File: src/rtl/lane_scheduler.sv
// Two-lane word striper: alternates accepted words between lane FIFOs and
// pads lane 1 so every burst leaves both lanes with equal word counts.

module lane_fifo #(
    parameter int DEPTH = 4
) (
    input  logic                    clk,
    input  logic                    rst_n,
    input  logic                    push,
    input  logic [31:0]             push_data,
    input  logic                    pop,
    output logic [31:0]             head,
    output logic                    valid,
    output logic [$clog2(DEPTH):0]  count
);
    localparam int AW = $clog2(DEPTH);
    localparam int CW = AW + 1;

    logic [31:0]   mem [DEPTH];
    logic [AW-1:0] wr_ptr;
    logic [AW-1:0] rd_ptr;
    logic          do_pop;

    assign valid  = (count != '0);
    assign do_pop = pop && valid;
    assign head   = valid ? mem[rd_ptr] : 32'h0;

    // Storage needs no reset: head is masked to zero while the lane is empty.
    always_ff @(posedge clk) begin
        if (push) mem[wr_ptr] <= push_data;
    end

    always_ff @(posedge clk or negedge rst_n) begin
        if (!rst_n) begin
            wr_ptr <= '0;
            rd_ptr <= '0;
            count  <= '0;
        end else begin
            if (push)   wr_ptr <= wr_ptr + AW'(1);
            if (do_pop) rd_ptr <= rd_ptr + AW'(1);
            case ({push, do_pop})
                2'b10:   count <= count + CW'(1);
                2'b01:   count <= count - CW'(1);
                default: ;
            endcase
        end
    end
endmodule

module lane_scheduler #(
    parameter int          DEPTH    = 4,
    parameter logic [31:0] PAD_WORD = 32'h000000BC
) (
    input  logic        clk_2f,
    input  logic        reset_L,
    input  logic [31:0] data_in,
    input  logic        valid_in,
    output logic        ready_out,
    output logic [31:0] lane_0,
    output logic [31:0] lane_1,
    output logic        valid_0,
    output logic        valid_1,
    input  logic        pop_0,
    input  logic        pop_1,
    output logic        next_lane,
    output logic [1:0]  state,
    output logic        error
);
    localparam int CW = $clog2(DEPTH) + 1;

    typedef enum logic [1:0] {IDLE = 2'd0, STRIPE = 2'd1, PAD = 2'd2} state_t;

    state_t              st;
    logic                nl;
    logic [1:0][CW-1:0]  count;
    logic [1:0][31:0]    head;
    logic [1:0]          push;
    logic [1:0]          pop;
    logic [1:0]          valid;
    logic [31:0]         push_data;
    logic                accept;
    logic                pad_push;

    // Registered counts only: a pop this cycle frees space from the next cycle on.
    assign ready_out = (st != PAD) && (count[nl] < CW'(DEPTH));
    assign accept    = valid_in && ready_out;
    assign pad_push  = (st == PAD) && (count[1] < CW'(DEPTH));
    assign push[0]   = accept && !nl;
    assign push[1]   = (accept && nl) || pad_push;
    assign push_data = pad_push ? PAD_WORD : data_in;
    assign pop       = {pop_1, pop_0};

    generate
        for (genvar l = 0; l < 2; l++) begin : g_lane
            lane_fifo #(.DEPTH(DEPTH)) u_fifo (
                .clk       (clk_2f),
                .rst_n     (reset_L),
                .push      (push[l]),
                .push_data (push_data),
                .pop       (pop[l]),
                .head      (head[l]),
                .valid     (valid[l]),
                .count     (count[l])
            );
        end
    endgenerate

    assign lane_0    = head[0];
    assign lane_1    = head[1];
    assign valid_0   = valid[0];
    assign valid_1   = valid[1];
    assign next_lane = nl;
    assign state     = st;

    always_ff @(posedge clk_2f or negedge reset_L) begin
        if (!reset_L) begin
            st    <= IDLE;
            nl    <= 1'b0;
            error <= 1'b0;
        end else begin
            error <= error | (pop_0 & ~valid[0]) | (pop_1 & ~valid[1]);
            case (st)
                IDLE: begin
                    if (accept) begin
                        st <= STRIPE;
                        nl <= ~nl;
                    end
                end
                STRIPE: begin
                    if (accept)         nl <= ~nl;
                    else if (!valid_in) st <= nl ? PAD : IDLE;
                end
                PAD: begin
                    if (pad_push) begin
                        nl <= 1'b0;
                        st <= IDLE;
                    end
                end
                default: st <= IDLE;
            endcase
        end
    end
endmodule
File: config.mk
export PLATFORM = sky130hd
export DESIGN_NAME = lane_scheduler
export DESIGN_NICKNAME = d
export VERILOG_FILES = /design/src/rtl/lane_scheduler.sv
export SDC_FILE = /design/constraint.sdc
export NUM_CORES = 1
export LEC_CHECK = 0
export CAP_MARGIN = 20
export CELL_PAD_IN_SITES_DETAIL_PLACEMENT = 1
export CELL_PAD_IN_SITES_GLOBAL_PLACEMENT = 2
export CORE_ASPECT_RATIO = 1.75
export CORE_MARGIN = 3
export CORE_UTILIZATION = 38
export DETAILED_ROUTE_END_ITERATION = 10
export DONT_BUFFER_PORTS = 1
export PLACE_DENSITY_LB_ADDON = 0.1
export SETUP_SLACK_MARGIN = 0.02
export SLEW_MARGIN = 20
export SYNTH_ARGS = -nofsm -noshare
export SYNTH_HDL_FRONTEND = slang
export SYNTH_SLANG_ARGS = --single-unit
File: constraint.sdc
create_clock -name clk_2f -period 3.5 [get_ports clk_2f]
set_clock_uncertainty 0.1 [all_clocks]
set_input_delay 1.05 -clock clk_2f [delete_from_list [all_inputs] [get_ports clk_2f]]
set_output_delay 1.05 -clock clk_2f [all_outputs]
set_load 0.02 [all_outputs]
Yosys cells after proc, flatten, opt, wreduce, memory -nomap -nowiden. Memories as Yosys holds them, arrays and structs flattened. Cells that the tools add are included.

Register bits: 18. RAM bits: 256. Output and inout port bits: 71. Word-level logic and storage cells: 79. Memories kept: 2.

Memories: g_lane[0].u_fifo.mem (words 4, width 32, read ports 1, clocked after memory_dff 0, write ports 1, line 19) `logic [31:0] mem [DEPTH];`; g_lane[1].u_fifo.mem (words 4, width 32, read ports 1, clocked after memory_dff 0, write ports 1, line 19).

$add $sub $neg: 8. Magnitude comparators: 3. Eq/ne operators: 12. Muxes and demuxes: 20. Bitwise operators: 7. Reductions and logical operators: 18.

Operators by type and width (count): 2-to-1 mux 32 bit (3); one-hot mux 3 bit (2 select lines) (2); 2-to-1 mux 2 bit (5); != test 2 bit (second input constant) (5); adder 2 x 1 -> 2 bit (second input constant) (4); logical AND 1 bit (7); adder 3 x 1 -> 3 bit (second input constant) (2); equality test 2 x 1 -> 1 bit (second input constant) (3); equality test 2 bit (second input constant) (3); less-than comparator 3 bit (second input constant) (2); 2-to-1 mux 1 bit (6); 2-to-1 mux 3 bit (2); one-hot mux 2 bit (3 select lines) (1); nonzero test 2 bit (3); nonzero test 3 bit (2); subtractor 3 x 1 -> 3 bit (second input constant) (2); AND reduction 4 bit (1); inverter 1 bit (3); AND reduction 3 bit (1); AND 1 bit (2); zero test 2 bit (1); less-than comparator 1 x 2 -> 1 bit (second input constant) (1); != test 2 x 1 -> 1 bit (second input constant) (1); bitwise OR 1 bit (2); 4 further kinds (4).

Logic depth before layout (Yosys ltp). Gate-level depths: netlist of run 1.

Depth after elaboration: 9. Gate-level depth with buffers: 10.

By module. Synthesis of run 1 repeated with hierarchy kept, for this count alone.

Cells, all modules: 539. Area, all modules: 11036.8 µm².

By module, submodules not included: lane_fifo (instances 2, cells an instance 240, area each 5282.6 µm², seq. area each 4018.9 µm²); lane_scheduler (instances 1, cells an instance 59, area each 471.7 µm², seq. area each 100.1 µm²).

Worst setup path after synthesis of run 1. OpenSTA, ideal clock, no wires.

Path type: input port to flip-flop. Start: input port valid_in. End: memory g_lane[1].u_fifo.mem[0][0], enable pin. Setup time: 392 ps. Arrival time: 2304 ps. Path slack: 704 ps. Stages on the path: 3. Cell sequence: nand2_1 > a21oi_1 > and2_1.

Cells in the longest elaborated chain, start to end: 5.

RTL lines: start: declaration (line 57) `input logic valid_in,`; logical AND 1 bit (line 86) `assign accept = valid_in && ready_out;`; logical AND 1 bit (line 89) `assign push[1] = (accept && nl) || pad_push;`; logical OR 1 bit (line 89); 2-to-1 mux 1 bit (line 30) `if (push) mem[wr_ptr] <= push_data;`; 2-to-1 mux 1 bit (not written as such) (line 30); end: declaration (line 19).

Every way passes these cells.

Final worst setup path of run 1.
Start: register g_lane[1].u_fifo.rd_ptr[0]. End: output port lane_1[27].

Cells in the longest elaborated chain, start to end: 2.

RTL lines: start: declaration (line 21) `logic [AW-1:0] rd_ptr;`; start signal: assignment (line 40) `if (do_pop) rd_ptr <= rd_ptr + AW'(1);`; memory (4 x 32 bit); 2-to-1 mux 32 bit (line 26) `assign head = valid ? mem[rd_ptr] : 32'h0;`; end: declaration (line 60) `output logic [31:0] lane_1,`.

Every way passes these cells.

==> impl_results.html, run 1 <==
<table>
<tr><th>Metric</th><th>Value</th></tr>
<tr><th colspan="2">Final layout</th></tr>
<tr><td>Number of fill cells in the layout</td><td>2621</td></tr>
<tr><td>Leading cell types in the layout, fill and taps excluded</td><td>edfxtp_1, and2_1, mux4_2, clkbuf_16, nor2b_1</td></tr>
<tr><td>Fraction of layout cells with a size suffix above 1</td><td>23.3%</td></tr>
<tr><td>Layout overhead on the synthesized area</td><td>11.7%</td></tr>
<tr><td>Sequential cell area</td><td>8150 um2</td></tr>
<tr><td>Diode count</td><td>0</td></tr>
<tr><td>Nets</td><td>609</td></tr>
<tr><td>Multi-input combinational cell area</td><td>2620 um2</td></tr>
<tr><td>Most frequent standard cell in the layout excluding fill and tap cells</td><td>edfxtp_1</td></tr>
<tr><th colspan="2">Worst setup path</th></tr>
<tr><td>Cell type of the slowest stage on the worst timing path</td><td>dfrtp_4</td></tr>
<tr><td>Critical path class</td><td>register to output port</td></tr>
<tr><td>Biggest cell delay along the critical path</td><td>~0.57 ns</td></tr>
<tr><td>Cell-by-cell listing of the critical path</td><td>buf_12 &gt; mux4_2 &gt; and2_1</td></tr>
<tr><td>Required time of the critical path</td><td>2.35 ns</td></tr>
<tr><td>Critical path's top delay family</td><td>flip-flops</td></tr>
<tr><td>Data arrival time of the worst path</td><td>2.14 ns</td></tr>
<tr><td>Sum of buffers and inverters on the critical path</td><td>1</td></tr>
<tr><td>Largest fanout of any net on the critical path</td><td>16</td></tr>
<tr><td>Category of the worst setup path launch point</td><td>register</td></tr>
<tr><td>Critical Path Sink Type</td><td>output port</td></tr>
<tr><th colspan="2">Status</th></tr>
<tr><td>Outcome</td><td>finished, final reports clean</td></tr>
<tr><th colspan="2">Floorplanning</th></tr>
<tr><td>Boundary pin count</td><td>108</td></tr>
<tr><td>Starting utilization of the core area</td><td>39.0%</td></tr>
<tr><td>CORE AREA</td><td>28300 um2</td></tr>
<tr><td>Die Y-Extent</td><td>231 um</td></tr>
<tr><td>Std cell rows</td><td>81</td></tr>
<tr><td>Die X-Extent</td><td>135 um</td></tr>
<tr><td>Die area</td><td>about 31000 um2</td></tr>
<tr><th colspan="2">Clock network</th></tr>
<tr><td>Number of buffers on the longest clock path</td><td>3</td></tr>
<tr><td>Number of levels in the clock H-tree</td><td>1</td></tr>
<tr><td>Root buffer cell</td><td>clkbuf_16</td></tr>
<tr><td>Clk Latency, worst-skew pair</td><td>0.53 ns</td></tr>
<tr><td>Num CTS Buffers</td><td>26</td></tr>
<tr><td>Post-CTS Setup Repair Bufs</td><td>0</td></tr>
<tr><td>TritonCTS clock tree</td><td>built</td></tr>
<tr><td>Number of clock sinks</td><td>274</td></tr>
<tr><td>Clock-pin slew on the worst setup and hold paths</td><td>~0.060 ns</td></tr>
<tr><th colspan="2">Route</th></tr>
<tr><td>Final wirelength</td><td>23600 um</td></tr>
<tr><td>Vias</td><td>approximately 4900</td></tr>
<tr><td>Per-cell via count in the routed design</td><td>5.17</td></tr>
<tr><td>Antenna-violating nets left</td><td>0</td></tr>
<tr><td>Violation count after the first detailed-routing iteration</td><td>284</td></tr>
<tr><td>Number of design rule violations left after detail routing</td><td>0</td></tr>
<tr><td>Routed wirelength normalized by instance count</td><td>24.7 um</td></tr>
<tr><td>Iteration count of the initial detailed-routing pass</td><td>4</td></tr>
<tr><th colspan="2">Flow run</th></tr>
<tr><td>Max Cap Violations</td><td>0</td></tr>
<tr><th colspan="2">Power and ir drop</th></tr>
<tr><td>Peak supply drop</td><td>about 0.45 mV</td></tr>
<tr><td>Leakage power of the design</td><td>0.00404 uW</td></tr>
<tr><td>Power per cell area</td><td>~870 nW/um2</td></tr>
<tr><th colspan="2">Timing</th></tr>
<tr><td>Max-slew headroom</td><td>54.2%</td></tr>
<tr><td>Final-layout setup total negative slack</td><td>0 ns</td></tr>
<tr><td>Final worst-path setup slack</td><td>0.215 ns</td></tr>
<tr><td>Maximum clock frequency</td><td>0.304 GHz</td></tr>
<tr><td>Measured slew at the worst slew-check pin</td><td>approximately 0.7 ns</td></tr>
<tr><td>Max-slew violation count</td><td>0</td></tr>
<tr><td>RSZ-0062 raised after global routing</td><td>no</td></tr>
<tr><td>Hold Violations, Final</td><td>0</td></tr>
<tr><td>Count of final setup violators</td><td>0</td></tr>
<tr><td>Final period utilization</td><td>93.9%</td></tr>
<tr><td>Final critical path time including I/O delays and setup</td><td>3.29 ns</td></tr>
<tr><th colspan="2">Global route</th></tr>
<tr><td>Met2 Usage GRT</td><td>28.2%</td></tr>
<tr><td>Global Route Usage Sum</td><td>15.3%</td></tr>
<tr><td>GR Overflow Total</td><td>0</td></tr>
<tr><td>Global routing usage on met3</td><td>about 3.3%</td></tr>
<tr><td>Met1 Usage GRT</td><td>17.9%</td></tr>
<tr><td>Maximum number of pins on one net before global-route repair</td><td>37</td></tr>
<tr><td>Busiest layer in global routing</td><td>met2</td></tr>
<tr><td>First-pass GRT wire length</td><td>35500 um</td></tr>
<tr><td>Vias in the first global route</td><td>~5600</td></tr>
<tr><td>Number of antenna violations at the first check in global routing</td><td>3</td></tr>
<tr><th colspan="2">Synth</th></tr>
<tr><td>Most used flip-flop cell after synthesis</td><td>edfxtp_1</td></tr>
<tr><td>Count of flip-flops with a built-in enable after synthesis</td><td>between 200 and 300</td></tr>
<tr><td>Number of distinct library cell variants in the gate-level netlist after synthesis</td><td>33</td></tr>
<tr><td>Synth Area in XOR/XNOR</td><td>less than 1%</td></tr>
<tr><td>Post-Syn Area per Cell</td><td>20.4 um2</td></tr>
<tr><td>Dominant combinational cell family by area after synthesis</td><td>multiplexers</td></tr>
<tr><td>Multiplexer share of the synthesized area</td><td>13.7%</td></tr>
<tr><td>Synth Instances</td><td>539</td></tr>
<tr><td>Syn Nets</td><td>588</td></tr>
<tr><td>Area fraction in compound gates after synthesis</td><td>0.557%</td></tr>
<tr><td>Cell area after synthesis</td><td>11000 um2</td></tr>
<tr><td>Asr flop ratio synth</td><td>about 6.6%</td></tr>
<tr><td>Area fraction in and, or, nand and nor cells after synthesis</td><td>6.75%</td></tr>
<tr><td>Sequential element share of the synthesized area</td><td>73.9%</td></tr>
<tr><td>Adder-cell share of the synthesized area</td><td>1.50%</td></tr>
<tr><td>Yosys warning total</td><td>0</td></tr>
<tr><td>Yosys reg bits</td><td>274</td></tr>
<tr><th colspan="2">Placement</th></tr>
<tr><td>RD Place Congestion</td><td>0.713</td></tr>
<tr><td>Port buffer count</td><td>0</td></tr>
<tr><td>Post-place setup slack</td><td>0.557 ns</td></tr>
<tr><td>Dpl hpwl</td><td>between 10000 and 15000 um</td></tr>
<tr><th colspan="2">Worst hold path</th></tr>
<tr><td>Worst min path class</td><td>input port to asynchronous set/reset pin</td></tr>
</table>
## through the flow
| step | utilization, % | power, uW | instance area, um2 | hold WS (ns) | cells |
|---|---|---|---|---|---|
| floorplan | - | 7360 | 11000 | 0.356 | 539 |
| global placement | 40.7 | 8090 | 11500 | 0.358 | 905 |
| detailed placement | 40.7 | 8210 | 11500 | 0.356 | 905 |
| CTS | 43.5 | 10900 | 12300 | 0.0793 | 953 |
| global route | 43.5 | 11200 | 12300 | 0.0758 | 953 |
| finish | 43.5 | 10700 | 12300 | 0.112 | 953 |
## power breakdown
group,switching (uW),total (uW),internal [uW]
clock,1170,2650,1480
sequential,270,4440,4170
combinational,2230,3570,1340
## flip-flops by register name, indices dropped and copies added (netlist names)
register and cells:
error 1, g_lane.u_fifo.count 6, g_lane.u_fifo.mem 256, g_lane.u_fifo.rd_ptr 4, g_lane.u_fifo.wr_ptr 4, next_lane 1
state 2
## logic make-up after synthesis
kind of cell / Yosys count
multiplexers: 68
buffers and inverters: 44
XOR/XNOR: 12
adder cells (fa/ha/maj): 12
AO/OA/AOI/OAI: 9
flip-flops: 274
AND/OR/NAND/NOR: 120
## final timing paths
kind                                                         from                                      to  slack (ns)  cells after the start
min reg2reg                g_lane[0].u_fifo.rd_ptr[1]$_DFFE_PN0P_  g_lane[0].u_fifo.rd_ptr[1]$_DFFE_PN0P_        0.36                      1
max                        g_lane[1].u_fifo.rd_ptr[0]$_DFFE_PN0P_                              lane_1[27]        0.21                      3
min                                                       reset_L  g_lane[0].u_fifo.wr_ptr[0]$_DFFE_PN0P_        0.11                      0
max in group asynchronous                                 reset_L  g_lane[1].u_fifo.rd_ptr[1]$_DFFE_PN0P_        3.10                      0
max reg2reg                                 next_lane$_DFFE_PN0P_    g_lane[0].u_fifo.mem[0][4]$_DFFE_PP_        1.03                      4
min in group clk_2f        g_lane[0].u_fifo.rd_ptr[1]$_DFFE_PN0P_  g_lane[0].u_fifo.rd_ptr[1]$_DFFE_PN0P_        0.36                      1
## area by class of cell
type,instances,share of cell area (%)
flip-flops and latches,274,66.2
multi-input cells,221,21.3
clock buffers,33,5.68
well taps,373,3.79
repair buffers,21,1.79
clock inverters,15,0.773
inverters,16,0.488
## routing by layer
layer	vias to the layer above	wire, um	part of all wire, %
met5	-	39	0.17
met4	6	413	1.8
met3	29	1170	5.0
met2	105	12900	55
met1	2640	9060	38
li1	2143	-	-
## cells in the mapped netlist, types with 7 or more instances
cell type  number  area [um2]
mux4_2         56        1260
dfrtp_1        18         450
and2_1         74         463
edfxtp_1      256        7690
mux4_1          8         210
inv_1          16        60.1
nor2b_1        21         131
buf_2           7        35.0
ha_1           10         125
clkbuf_1       12        45.0
xnor2_1         7        61.3
## timing repair
item / in CTS / in global routing
resized for setup: 0 / 3
hold buffers: 0 / 0
setup endpoints to repair: 0 / 33
(Power assumes the default switching activity.)
==> inputs of run 2 (changes only) <==
--- a/config.mk
+++ b/config.mk
@@ -10,9 +10,11 @@
 export CELL_PAD_IN_SITES_GLOBAL_PLACEMENT = 2
 export CORE_ASPECT_RATIO = 1.75
 export CORE_MARGIN = 3
-export CORE_UTILIZATION = 38
+export CORE_UTILIZATION = 52
+export CTS_CLUSTER_SIZE = 16
 export DETAILED_ROUTE_END_ITERATION = 10
 export DONT_BUFFER_PORTS = 1
+export GPL_ROUTABILITY_DRIVEN = 0
 export PLACE_DENSITY_LB_ADDON = 0.1
 export SETUP_SLACK_MARGIN = 0.02
 export SLEW_MARGIN = 20
==> impl_results.html, run 2 (synthesis results as in run 1) <==
<table>
<tr><th>Metric</th><th>Value</th></tr>
<tr><th colspan="2">Route</th></tr>
<tr><td>Per-cell via count in the routed design</td><td>6.02 (+17%)</td></tr>
<tr><td>Vias</td><td>4961 (+0.77%)</td></tr>
<tr><td>Violation count after the first detailed-routing iteration</td><td>380 (+34%)</td></tr>
<tr><td>Number of design rule violations left after detail routing</td><td>0 (unchanged)</td></tr>
<tr><td>Iteration count of the initial detailed-routing pass</td><td>4 (unchanged)</td></tr>
<tr><td>Antenna-violating nets left</td><td>0 (unchanged)</td></tr>
<tr><td>Final wirelength</td><td>22900 um (-2.9%)</td></tr>
<tr><td>Routed wirelength normalized by instance count</td><td>27.8 um (+12%)</td></tr>
<tr><th colspan="2">Status</th></tr>
<tr><td>Outcome</td><td>finished, final reports clean</td></tr>
<tr><th colspan="2">Timing</th></tr>
<tr><td>Max-slew headroom</td><td>47.9% (-6.3 points)</td></tr>
<tr><td>Final worst-path setup slack</td><td>0.173 ns (-0.0424 ns)</td></tr>
<tr><td>Hold Violations, Final</td><td>0 (unchanged)</td></tr>
<tr><td>Final-layout setup total negative slack</td><td>0 ns (unchanged)</td></tr>
<tr><td>Max-slew violation count</td><td>0 (unchanged)</td></tr>
<tr><td>Worst hold-check slack</td><td>0.129 ns (+0.0168 ns)</td></tr>
<tr><td>Maximum clock frequency</td><td>0.301 GHz (-1.3%)</td></tr>
<tr><td>Measured slew at the worst slew-check pin</td><td>0.782 ns (+0.0959 ns)</td></tr>
<tr><td>Final period utilization</td><td>95.1% (+1.2 points)</td></tr>
<tr><td>Count of final setup violators</td><td>0 (unchanged)</td></tr>
<tr><td>Final critical path time including I/O delays and setup</td><td>3.33 ns (+0.0424 ns)</td></tr>
<tr><td>RSZ-0062 raised after global routing</td><td>no</td></tr>
<tr><th colspan="2">Power and ir drop</th></tr>
<tr><td>Leakage power of the design</td><td>0.00405 uW (+0.11%)</td></tr>
<tr><td>Power per cell area</td><td>881 nW/um2 (+1.7%)</td></tr>
<tr><td>Peak supply drop</td><td>0.474 mV (+5.0%)</td></tr>
<tr><th colspan="2">Clock network</th></tr>
<tr><td>CTS-repair resized insts</td><td>0 (unchanged)</td></tr>
<tr><td>TritonCTS clock tree</td><td>built</td></tr>
<tr><td>Clk Latency, worst-skew pair</td><td>0.51 ns (-0.02 ns)</td></tr>
<tr><td>Number of levels in the clock H-tree</td><td>1 (unchanged)</td></tr>
<tr><td>Num CTS Buffers</td><td>24 (-7.7%)</td></tr>
<tr><td>Hold bufs inserted after CTS</td><td>0 (unchanged)</td></tr>
<tr><td>Root buffer cell</td><td>clkbuf_16</td></tr>
<tr><td>Number of buffers on the longest clock path</td><td>3 (unchanged)</td></tr>
<tr><td>Number of clock sinks</td><td>274 (unchanged)</td></tr>
<tr><td>Clock-pin slew on the worst setup and hold paths</td><td>0.07 ns (about the same)</td></tr>
<tr><td>Post-CTS Setup Repair Bufs</td><td>0 (unchanged)</td></tr>
<tr><th colspan="2">Worst setup path</th></tr>
<tr><td>Critical Path Sink Type</td><td>output port</td></tr>
<tr><td>Required time of the critical path</td><td>2.35 ns (about the same)</td></tr>
<tr><td>Largest fanout of any net on the critical path</td><td>9 (-7)</td></tr>
<tr><td>Category of the worst setup path launch point</td><td>register</td></tr>
<tr><td>Critical path class</td><td>register to output port</td></tr>
<tr><td>Worst R2R Setup Slack</td><td>0.83 ns (-0.20 ns)</td></tr>
<tr><td>Data arrival time of the worst path</td><td>2.18 ns (+0.04 ns)</td></tr>
<tr><th colspan="2">Global route</th></tr>
<tr><td>First-pass GRT wire length</td><td>34500 um (-2.9%)</td></tr>
<tr><td>Number of antenna violations at the first check in global routing</td><td>3 (unchanged)</td></tr>
<tr><td>GR Overflow Total</td><td>0 (unchanged)</td></tr>
<tr><td>Maximum number of pins on one net before global-route repair</td><td>37 (unchanged)</td></tr>
<tr><td>Vias in the first global route</td><td>5575 (+0.20%)</td></tr>
<tr><td>Global Route Usage Sum</td><td>20.4% (+5.1 points)</td></tr>
<tr><th colspan="2">Floorplanning</th></tr>
<tr><td>Die area</td><td>23000 um2 (-26%)</td></tr>
<tr><td>Die X-Extent</td><td>116 um (-14%)</td></tr>
<tr><td>Boundary pin count</td><td>108 (unchanged)</td></tr>
<tr><td>CORE AREA</td><td>20500 um2 (-27%)</td></tr>
<tr><td>Die Y-Extent</td><td>199 um (-14%)</td></tr>
<tr><td>Starting utilization of the core area</td><td>53.6% (+15 points)</td></tr>
<tr><td>Std cell rows</td><td>69 (-15%)</td></tr>
<tr><th colspan="2">Final layout</th></tr>
<tr><td>Sequential cell area</td><td>8140 um2 (about the same)</td></tr>
<tr><td>Fraction of layout cells with a size suffix above 1</td><td>23.8% (+0.51 points)</td></tr>
<tr><td>Max FFs per register</td><td>256 (unchanged)</td></tr>
<tr><td>Largest registers</td><td>g_lane.u_fifo.mem: 256 flops, g_lane.u_fifo.count: 6 flops</td></tr>
<tr><td>Most frequent standard cell in the layout excluding fill and tap cells</td><td>edfxtp_1</td></tr>
<tr><td>Layout overhead on the synthesized area</td><td>10.4%</td></tr>
<tr><td>Leading cell types in the layout, fill and taps excluded</td><td>edfxtp_1, and2_1, mux4_2, clkbuf_16, nor2b_1</td></tr>
<tr><td>Largest Register</td><td>g_lane.u_fifo.mem</td></tr>
<tr><td>Multi-input combinational cell area</td><td>2610 um2 (-0.33%)</td></tr>
<tr><td>Number of fill cells in the layout</td><td>1747 (-33%)</td></tr>
<tr><td>Final design instance area without fill</td><td>12200 um2 (-1.1%)</td></tr>
<tr><td>Nets</td><td>607 (-0.33%)</td></tr>
<tr><td>Final design utilization</td><td>59.2% (+16 points)</td></tr>
<tr><td>Diode count</td><td>0 (unchanged)</td></tr>
<tr><th colspan="2">Placement</th></tr>
<tr><td>Post-place setup slack</td><td>0.665 ns (+0.108 ns)</td></tr>
<tr><td>Dpl hpwl</td><td>14600 um (-1.5%)</td></tr>
<tr><td>Post-Place Cell Area</td><td>11300 um2 (-1.4%)</td></tr>
<tr><td>Port buffer count</td><td>0 (unchanged)</td></tr>
<tr><th colspan="2">Flow run</th></tr>
<tr><td>Max Cap Violations</td><td>0 (unchanged)</td></tr>
<tr><th colspan="2">Worst hold path</th></tr>
<tr><td>Worst min path class</td><td>input port to asynchronous set/reset pin</td></tr>
</table>
[run 2: final timing paths]
kind,startpoint,end,cells after the start
max,g_lane[0].u_fifo.rd_ptr[0]$_DFFE_PN0P_,lane_0[30],3
max reg2reg,g_lane[0].u_fifo.count[1]$_DFFE_PN0P_,g_lane[0].u_fifo.count[2]$_DFFE_PN0P_,8
min reg2reg,g_lane[0].u_fifo.count[2]$_DFFE_PN0P_,g_lane[0].u_fifo.count[2]$_DFFE_PN0P_,1
max in group asynchronous,reset_L,g_lane[0].u_fifo.rd_ptr[1]$_DFFE_PN0P_,0
min in group clk_2f,g_lane[0].u_fifo.count[2]$_DFFE_PN0P_,g_lane[0].u_fifo.count[2]$_DFFE_PN0P_,1
min,reset_L,g_lane[1].u_fifo.rd_ptr[0]$_DFFE_PN0P_,0
[run 2: layout make-up]
| cell class | instances | area share (%) |
|---|---|---|
| Timing Repair Buffer | 21 | 1.81 |
| Multi-Input combinational cell | 221 | 21.4 |
| Clock inverter | 17 | 1.55 |
| Clock buffer | 27 | 5.21 |
| Tap cell | 248 | 2.55 |
| Sequential cell | 274 | 66.9 |
| Inverter | 16 | 0.494 |
[run 2: report_power, final]
part           total [uW]  switching (uW)  internal (uW)
registers            4450             288           4160
logic                3530            2190           1340
clock network        2730            1130           1600
total               10700            3610           7110
[run 2: worst max-delay path, stage by stage (launching register included)]
cell	delay, ns
dfrtp_2	0.55
buf_4	0.29
mux4_1	0.58
and2_1	0.25
[run 2: through the flow]
step           total power (uW)  std cells
2_1_floorplan              7360        539
3_3_place_gp               8020        780
3_5_place_dp               8150        780
4_1_cts                   10900        824
5_1_grt                   11200        824
6_report                  10700        824
[run 2: metal layers]
metal | track usage (%) | up-vias | part of all wire [%]
li1 | - | 2132 | -
met1 | 24.7 | 2649 | 37
met2 | 38.1 | 154 | 57
met3 | 3.07 | 22 | 4.9
met4 | 4.69 | 4 | 1.5
met5 | 0 | - | 0.12
==> inputs of run 3 (changes only) <==
--- a/config.mk
+++ b/config.mk
@@ -16,6 +16,7 @@
 export DONT_BUFFER_PORTS = 1
 export GPL_ROUTABILITY_DRIVEN = 0
 export PLACE_DENSITY_LB_ADDON = 0.1
+export REMOVE_ABC_BUFFERS = 1
 export SETUP_SLACK_MARGIN = 0.02
 export SLEW_MARGIN = 20
 export SYNTH_ARGS = -nofsm -noshare
==> impl_results.html, run 3 (synthesis results as in run 1) <==
<table>
<tr><th>Metric</th><th>Value</th></tr>
<tr><th colspan="2">Clock network</th></tr>
<tr><td>Post-CTS Setup Repair Bufs</td><td>0 (unchanged)</td></tr>
<tr><td>Number of clock sinks</td><td>274 (unchanged)</td></tr>
<tr><td>Clk Latency, worst-skew pair</td><td>0.51 ns (about the same)</td></tr>
<tr><td>Clock-pin slew on the worst setup and hold paths</td><td>0.07 ns (about the same)</td></tr>
<tr><td>Number of levels in the clock H-tree</td><td>1 (unchanged)</td></tr>
<tr><td>Root buffer cell</td><td>clkbuf_16</td></tr>
<tr><td>TritonCTS clock tree</td><td>built</td></tr>
<tr><td>Num CTS Buffers</td><td>24 (unchanged)</td></tr>
<tr><td>Number of buffers on the longest clock path</td><td>3 (unchanged)</td></tr>
<tr><th colspan="2">Timing</th></tr>
<tr><td>Final critical path time including I/O delays and setup</td><td>3.38 ns (+0.0536 ns)</td></tr>
<tr><td>Final-layout setup total negative slack</td><td>0 ns (unchanged)</td></tr>
<tr><td>Final worst-path setup slack</td><td>0.119 ns (-0.0536 ns)</td></tr>
<tr><td>Count of final setup violators</td><td>0 (unchanged)</td></tr>
<tr><td>Final period utilization</td><td>96.6% (+1.5 points)</td></tr>
<tr><td>Max-slew violation count</td><td>0 (unchanged)</td></tr>
<tr><td>RSZ-0062 raised after global routing</td><td>no</td></tr>
<tr><td>Hold Violations, Final</td><td>0 (unchanged)</td></tr>
<tr><td>Measured slew at the worst slew-check pin</td><td>0.883 ns (+0.101 ns)</td></tr>
<tr><td>Max-slew headroom</td><td>41.2% (-6.7 points)</td></tr>
<tr><td>Maximum clock frequency</td><td>0.296 GHz (-1.6%)</td></tr>
<tr><th colspan="2">Worst setup path</th></tr>
<tr><td>Required time of the critical path</td><td>2.35 ns (about the same)</td></tr>
<tr><td>Data arrival time of the worst path</td><td>2.23 ns (+0.05 ns)</td></tr>
<tr><td>Critical path class</td><td>register to output port</td></tr>
<tr><td>Largest fanout of any net on the critical path</td><td>35 (+26)</td></tr>
<tr><td>Category of the worst setup path launch point</td><td>register</td></tr>
<tr><td>Crit Reg-Reg Startpoint</td><td>g_lane[0].u_fifo.count[1]$_DFFE_PN0P_</td></tr>
<tr><td>Critical Path Sink Type</td><td>output port</td></tr>
<tr><td>Worst reg-to-reg path cell count</td><td>8 (unchanged)</td></tr>
<tr><td>Worst R2R Setup Slack</td><td>0.73 ns (-0.10 ns)</td></tr>
<tr><td>FF-to-FF End</td><td>g_lane[0].u_fifo.count[2]$_DFFE_PN0P_</td></tr>
<tr><th colspan="2">Flow run</th></tr>
<tr><td>Max Cap Violations</td><td>0 (unchanged)</td></tr>
<tr><th colspan="2">Placement</th></tr>
<tr><td>Port buffer count</td><td>0 (unchanged)</td></tr>
<tr><td>Dpl hpwl</td><td>14400 um (-1.8%)</td></tr>
<tr><td>Post-place setup slack</td><td>0.583 ns (-0.0814 ns)</td></tr>
<tr><td>Count of placed standard cells including taps</td><td>777 (-0.38%)</td></tr>
<tr><td>Post-Place Cell Area</td><td>11400 um2 (+0.14%)</td></tr>
<tr><th colspan="2">Status</th></tr>
<tr><td>Outcome</td><td>finished, final reports clean</td></tr>
<tr><th colspan="2">Route</th></tr>
<tr><td>Routed wirelength normalized by instance count</td><td>28.3 um (+1.7%)</td></tr>
<tr><td>Per-cell via count in the routed design</td><td>5.95 (-1.1%)</td></tr>
<tr><td>Vias</td><td>4898 (-1.3%)</td></tr>
<tr><td>Violation count after the first detailed-routing iteration</td><td>277 (-27%)</td></tr>
<tr><td>Number of design rule violations left after detail routing</td><td>0 (unchanged)</td></tr>
<tr><td>Iteration count of the initial detailed-routing pass</td><td>4 (unchanged)</td></tr>
<tr><td>Antenna-violating nets left</td><td>0 (unchanged)</td></tr>
<tr><td>Final wirelength</td><td>23300 um (+1.6%)</td></tr>
<tr><th colspan="2">Power and ir drop</th></tr>
<tr><td>Leakage power of the design</td><td>0.00400 uW (-1.0%)</td></tr>
<tr><td>Peak supply drop</td><td>0.578 mV (+22%)</td></tr>
<tr><td>Power per cell area</td><td>868 nW/um2 (-1.5%)</td></tr>
<tr><td>Final total power</td><td>10500 uW (-2.0%)</td></tr>
<tr><th colspan="2">Worst hold path</th></tr>
<tr><td>Worst min path class</td><td>input port to asynchronous set/reset pin</td></tr>
<tr><th colspan="2">Final layout</th></tr>
<tr><td>Leading cell types in the layout, fill and taps excluded</td><td>edfxtp_1, and2_1, mux4_2, clkbuf_16, nor2b_1</td></tr>
<tr><td>Number of fill cells in the layout</td><td>1761 (+0.80%)</td></tr>
<tr><td>Most frequent standard cell in the layout excluding fill and tap cells</td><td>edfxtp_1</td></tr>
<tr><td>Largest Register</td><td>g_lane.u_fifo.mem</td></tr>
<tr><td>Largest registers</td><td>g_lane.u_fifo.mem: 256 flops, g_lane.u_fifo.count: 6 flops</td></tr>
<tr><td>Fraction of layout cells with a size suffix above 1</td><td>22.9% (-0.92 points)</td></tr>
<tr><td>Final design instance area without fill</td><td>12100 um2 (-0.43%)</td></tr>
<tr><td>Max FFs per register</td><td>256 (unchanged)</td></tr>
<tr><td>Number of cells in the finished layout apart from fillers</td><td>823 (-0.12%)</td></tr>
<tr><td>Nets</td><td>604 (-0.49%)</td></tr>
<tr><td>Layout overhead on the synthesized area</td><td>9.95%</td></tr>
<tr><th colspan="2">Floorplanning</th></tr>
<tr><td>CORE AREA</td><td>20500 um2 (unchanged)</td></tr>
<tr><td>Die area</td><td>23000 um2 (unchanged)</td></tr>
<tr><td>Die X-Extent</td><td>116 um (unchanged)</td></tr>
<tr><td>Die Y-Extent</td><td>199 um (unchanged)</td></tr>
<tr><td>Std cell rows</td><td>69 (unchanged)</td></tr>
<tr><td>Boundary pin count</td><td>108 (unchanged)</td></tr>
<tr><td>Starting utilization of the core area</td><td>53.6% (unchanged)</td></tr>
<tr><th colspan="2">Global route</th></tr>
<tr><td>GR Overflow Total</td><td>0 (unchanged)</td></tr>
<tr><td>Global Route Usage Sum</td><td>20.8% (+0.38 points)</td></tr>
<tr><td>Maximum number of pins on one net before global-route repair</td><td>37 (unchanged)</td></tr>
<tr><td>Vias in the first global route</td><td>5557 (-0.32%)</td></tr>
<tr><td>Number of antenna violations at the first check in global routing</td><td>3 (unchanged)</td></tr>
<tr><td>First-pass GRT wire length</td><td>34500 um (+0.22%)</td></tr>
</table>
-- run 3: worst max path at each step --
stage | start | endpoint | slack, ns | cells past startpoint
floorplan | g_lane[0].u_fifo.rd_ptr[0]$_DFFE_PN0P_ | lane_0[14] | 0.07 | 2
global placement | g_lane[1].u_fifo.rd_ptr[1]$_DFFE_PN0P_ | lane_1[9] | 0.57 | 3
detailed placement | g_lane[1].u_fifo.rd_ptr[1]$_DFFE_PN0P_ | lane_1[9] | 0.58 | 3
CTS | g_lane[1].u_fifo.rd_ptr[1]$_DFFE_PN0P_ | lane_1[9] | 0.03 | 3
global route | g_lane[0].u_fifo.rd_ptr[0]$_DFFE_PN0P_ | lane_0[15] | 0.03 | 3
finish | g_lane[1].u_fifo.count[2]$_DFFE_PN0P_ | lane_1[23] | 0.12 | 2
-- run 3: report_power, final --
group          internal (uW)  switching, uW
logic                   1330           2210
registers               4170            305
clock network           1380           1110
-- run 3: layer usage --
metal	global-route usage [%]	part of all wire, %	vias to the layer above
met5	0	0.030	-
met4	5.20	2.0	2
met3	3.56	4.2	30
met2	39.4	58	116
met1	24.1	35	2627
li1	-	-	2123
-- run 3: area by class of cell --
type	instances	area [um2]	area share [%]
timing repair buffer	18	235	1.94
clock inverter	8	48.8	0.403
sequential	274	8150	67.3
clock buffer	36	697	5.75
antenna	2	5.00	0.0413
tap	248	310	2.56
inverter	16	60.1	0.496
multi-input combinational	221	2610	21.5
-- run 3: through the flow --
step           hold slack (ns)  utilization, %
2_1_floorplan            0.356               -
3_3_place_gp             0.378            55.3
3_5_place_dp             0.387            55.3
4_1_cts                  0.103            58.9
5_1_grt                  0.100            58.9
6_report                 0.128            58.9
-- run 3: what timing repair did --
item | CTS | global route
resized for setup | 0 | 1
hold endpoints to repair | 0 | 0
hold buffers | 0 | 0
setup endpoints to repair | 0 | 10
-- run 3: critical path: stages (launching register included) --
cell and delay (ns):
dfrtp_1 0.45, or3_2 0.84, and2_1 0.37
==> variant 1, RTL diff (flow settings as in run 1) <==
Make the reset (`reset_L` and `rst_n`) synchronous in 2 clocked blocks.
--- a/src/rtl/lane_scheduler.sv
+++ b/src/rtl/lane_scheduler.sv
@@ -31,5 +31,5 @@
     end
 
-    always_ff @(posedge clk or negedge rst_n) begin
+    always_ff @(posedge clk) begin
         if (!rst_n) begin
             wr_ptr <= '0;
@@ -113,5 +113,5 @@
     assign state     = st;
 
-    always_ff @(posedge clk_2f or negedge reset_L) begin
+    always_ff @(posedge clk_2f) begin
         if (!reset_L) begin
             st    <= IDLE;
Behaviour: differs if reset_L is asserted again (counterexample within 4 cycles, from zero or initial values and one cycle with reset_L low); with reset_L held inactive, the same outputs for 4 cycles.
==> variant 1 against run 1 <==
  * Cell area up 1.5%
  * Routed wire length increased by 5.3%
  * Sequential power up 2%
  * Worst hold slack gained 0.35 ns
  * Power down 2.5%
  * Worst setup slack got worse by 0.040 ns
  * Sequential cell count grew 4
  * Synthesized area increased by 0.72%
  * Largest cell class unchanged
  * Largest power group unchanged
==> variant 1: results (changes against run 1) <==
| Metric | Value |
|---|---|
| Status | finished, final reports clean |
| Adder-Cell Fraction of Synth Area | 1.49% (-0.011 points) |
| Via count of the first global-routing pass | 5871 (+5.5%) |
| Routed vias | 5082 (+3.2%) |
| Met3 WL post-DR | 1.28 mm (+9.8%) |
| Fin crit share | 95.0% (+1.1 points) |
| Sequential cell area | 8130 sq um (-0.15%) |
| WL met2 | 14.0 mm (+8.3%) |
| Setup Fix Bufs, Post-CTS | 0 (unchanged) |
| Reg2reg setup slack | 0.79 ns (-0.24 ns) |
| Drt wl/cell | 25.1 microns (+1.4%) |
| Global Route met3 Usage | 3.49% (+0.17 points) |
| Clk tree area frac | 6.75% (+0.31 points) |
| Sequential cell count | 278 (+1.5%) |
| Inverters | 14 (-2) |
| Data buffer area share | 1.70% (-0.086 points) |
| Grt met2 use | 30.8% (+2.7 points) |
| LEAKAGE | 3.94 nW (-2.5%) |
| Post-detail-place hpwl | 15.2 mm (+2.6%) |
| Slew Limit Headroom | 59.5% (+5.4 points) |
| Mux cell area share after synthesis | 13.2% (-0.57 points) |
| Nets | 640 (+5.1%) |
| N_diodes | 1 (+1) |
| Syn nets | 616 (+4.8%) |
| GRT Total Usage | 16.2% (+0.93 points) |
| Post-Synth XOR/XNOR Area | 0.790% (-0.16 points) |
| Resize count post-CTS | 0 (unchanged) |
| Post-Place Worst Slack | 0.644 ns (+0.0870 ns) |
| Slowest CP cell | dfxtp_2 |
| Largest cells by area after synthesis | edfxtp_1 (69%), mux4_2 (13%), and2_1 (4.6%), dfxtp_1 (4.0%), nor2b_1 (1.9%) |
| Fillers | 2722 (+3.9%) |
| Crit path max fanout | 17 (+1) |
| GR Util met1 | 18.3% (+0.47 points) |
| Die Width | 135 microns (+0.34%) |
| Most frequent cells after synthesis | edfxtp_1 (256), and2_1 (82), mux4_2 (64), nor2b_1 (33), dfxtp_1 (22) |
| Clkbuf count | 35 (+6.1%) |
| Area of the multi-input gates | 2770 sq um (+5.7%) |
| Reg2reg start | g_lane[0].u_fifo.count[2]$_SDFFE_PN0P_ |
| Fraction of layout cells with a size suffix above 1 | 24.4% (+1.1 points) |
| Initial antenna violation count | 4 (+1) |
| GPL Wtd Cong | 0.700 (-1.9%) |
| Largest net degree at the start of global routing | 36 (-2.7%) |
| DRT iter0 DRCs | 270 (-4.9%) |
| RR Endpoint | g_lane[0].u_fifo.count[2]$_SDFFE_PN0P_ |
| First-pass GRT wire length | 37.4 mm (+5.4%) |
| Inserted Clock Buffers | 27 (+3.8%) |
| Netlist cell types | 38 (+15%) |
| Asr flop ratio synth | 0% (-6.6 points) |
| Post-synthesis sequential area ratio | 73.3% (-0.62 points) |
| R2R depth | 10 (+6) |
| VDD IR max | 0.000620 V (+37%) |
| Worst Setup EP | lane_1[16] |
| M1 WL | 9.21 mm (+1.6%) |
| Plain + repair buffers | 20 (-4.8%) |
| Comb_multi_in | 250 (+13%) |
| Crit path DAT | 2.18 ns (+0.04 ns) |
| HP Class | reg -> reg |
| Slowest stage delay, CP | 0.70 ns (+0.13 ns) |
## variant 1: changes by cell type in the layout (fill, tap and decap cells not counted), moves of 3 or more
cell,run 1,this run
dfxtp_1,0,18
dfrtp_1,14,0
nor2b_1,21,33
and2_1,66,74
mux4_1,8,0
mux4_2,56,64
clkinv_1,7,3
clkinvlp_4,0,4
dfxtp_2,0,4
inv_1,16,12
dfrtp_2,3,0
xor2_1,5,2
## variant 1: metrics by stage
step | total power, W | utilization [%] | instances
global placement | 0.00769 | 40.5 | 940
detailed placement | 0.00782 | 40.5 | 940
global route | 0.0110 | 43.5 | 989
finish | 0.0104 | 43.5 | 990
CTS | 0.0106 | 43.4 | 989
floorplan | 0.00688 | - | 567
## variant 1: power breakdown
part / leakage [nW] / total (W) / switching [W] / internal, W
combinational: 1.02 / 0.00310 / 0.00200 / 0.00111
sequential: 2.52 / 0.00451 / 0.000221 / 0.00429
clock: 0.404 / 0.00278 / 0.00119 / 0.00159
==> variant 2, RTL diff (config.mk and constraints of run 1) <==
Without the edit above. `DEPTH` is set to 4 in 2 places; all go to 8.
--- a/src/rtl/lane_scheduler.sv
+++ b/src/rtl/lane_scheduler.sv
@@ -3,5 +3,5 @@
 
 module lane_fifo #(
-    parameter int DEPTH = 4
+    parameter int DEPTH = 8
 ) (
     input  logic                    clk,
@@ -49,5 +49,5 @@
 
 module lane_scheduler #(
-    parameter int          DEPTH    = 4,
+    parameter int          DEPTH    = 8,
     parameter logic [31:0] PAD_WORD = 32'h000000BC
 ) (
Check against the original RTL: same outputs for any inputs over 4 cycles, from zero or initial values and one cycle with reset_L low; that may be too few to reach the edited logic, so the function may still have changed.
==> variant 2 against run 1 <==
  * Sequential cell count up 262
  * Critical path depth grew 1
  * Via count grew 97%
  * Cell area rose by 100%
  * Power is 97% higher
  * Worst setup slack got worse by 0.13 ns
  * Routed wire length up 110%
  * Clock power is 110% higher
  * Synthesized area grew 90%
  * Combinational power grew 100%
==> variant 2: results (changes against run 1) <==
| Metric | Value |
|---|---|
| Routed vias | 9689 (+97%) |
| M1 WL | 20.1 mm (+120%) |
| Netlist cell types | 40 (+21%) |
| Initial antenna violation count | 4 (+1) |
| Post-synthesis sequential area ratio | 76.2% (+2.3 points) |
| GRT Total Usage | 17.5% (+2.2 points) |
| First-pass GRT wire length | 73.9 mm (+110%) |
| Cell family with most CP delay | multiplexers |
| Largest net degree at the start of global routing | 53 (+43%) |
| Syn nets | 1024 (+74%) |
| Fillers | 4885 (+86%) |
| Asr flop ratio synth | 4.48% (-2.1 points) |
| Syn avg cell area | 21.5 sq um (+5.0%) |
| Area after DPL | 22600 sq um (+96%) |
| CTS H-tree depth | 2 (+1) |
| Clkbuf count | 60 (+82%) |
| Slowest stage delay, CP | 0.51 ns (-0.06 ns) |
| Data buffer area share | 4.57% (+2.8 points) |
| Final min period | 3.42 ns (+0.134 ns) |
| Final WL | 50.6 mm (+110%) |
| Tap Count | 690 (+85%) |
| Sequential cell count | 536 (+96%) |
| Reg2reg setup slack | 0.77 ns (-0.26 ns) |
| Most frequent cells after synthesis | edfxtp_1 (512), mux4_2 (128), nor2_1 (72), mux2i_1 (66), nor2b_1 (30) |
| Fraction of layout cells with a size suffix above 1 | 32.7% (+9.4 points) |
| Slowest CP cell | mux4_2 |
| Plain + repair buffers | 89 (+320%) |
| GPL Wtd Cong | 0.703 (-1.4%) |
| VDD IR max | 0.000550 V (+22%) |
| Sequential cell area | 16000 sq um (+96%) |
| Largest cells by area after synthesis | edfxtp_1 (73%), mux4_2 (14%), mux2i_1 (3.2%), dfrtp_1 (2.9%), nor2_1 (1.3%) |
| WL met2 | 27.6 mm (+110%) |
| Seq group | 0.00832 W (+87%) |
| Largest register FFs | 512 (+100%) |
| Post-Place Worst Slack | 0.447 ns (-0.110 ns) |
| Grt met2 use | 32.5% (+4.3 points) |
| Mux cell area share after synthesis | 17.2% (+3.5 points) |
| Crit path max fanout | 9 (-7) |
| Post-Synth XOR/XNOR Area | 0.794% (-0.16 points) |
| Setup Fix Bufs, Post-CTS | 7 (+7) |
| Nets | 1114 (+83%) |
| Largest regs | g_lane.u_fifo.mem x512, g_lane.u_fifo.count x8 |
| Multi-input gate share of total cell area | 20.5% (-0.79 points) |
| Status | finished, final reports clean |
| Comb_multi_in | 386 (+75%) |
| N_diodes | 4 (+4) |
| Inverters | 5 (-11) |
| Area growth, synth to finish | 17.9% |
| Via count of the first global-routing pass | 11034 (+98%) |
| Met3 WL post-DR | 2.09 mm (+79%) |
| GR Util met1 | 21.5% (+3.6 points) |
| Adder-Cell Fraction of Synth Area | 0.597% (-0.90 points) |
| P_clk | 0.00549 W (+110%) |
| Clk tree area frac | 6.63% (+0.18 points) |
| Slew Limit Headroom | 45.1% (-9.1 points) |
| Resize count post-CTS | 26 (+26) |
| Synth Area in Compound Gates | 0.388% (-0.17 points) |
## variant 2: path summary, 6_finish.rpt
| path | from | to | depth (start not counted) |
|---|---|---|---|
| worst max-delay path | g_lane[1].u_fifo.rd_ptr[0]$_DFFE_PN0P_ | lane_1[5] | 4 |
| worst min-delay path | reset_L | g_lane[1].u_fifo.count[1]$_DFFE_PN0P_ | 0 |
| worst max register to register | g_lane[0].u_fifo.count[0]$_DFFE_PN0P_ | g_lane[0].u_fifo.count[2]$_DFFE_PN0P_ | 10 |
| worst min register to register | g_lane[0].u_fifo.count[3]$_DFFE_PN0P_ | g_lane[0].u_fifo.count[3]$_DFFE_PN0P_ | 1 |
| max in group asynchronous | reset_L | g_lane[1].u_fifo.rd_ptr[1]$_DFFE_PN0P_ | 0 |
| min in group clk_2f | g_lane[0].u_fifo.count[3]$_DFFE_PN0P_ | g_lane[0].u_fifo.count[3]$_DFFE_PN0P_ | 1 |
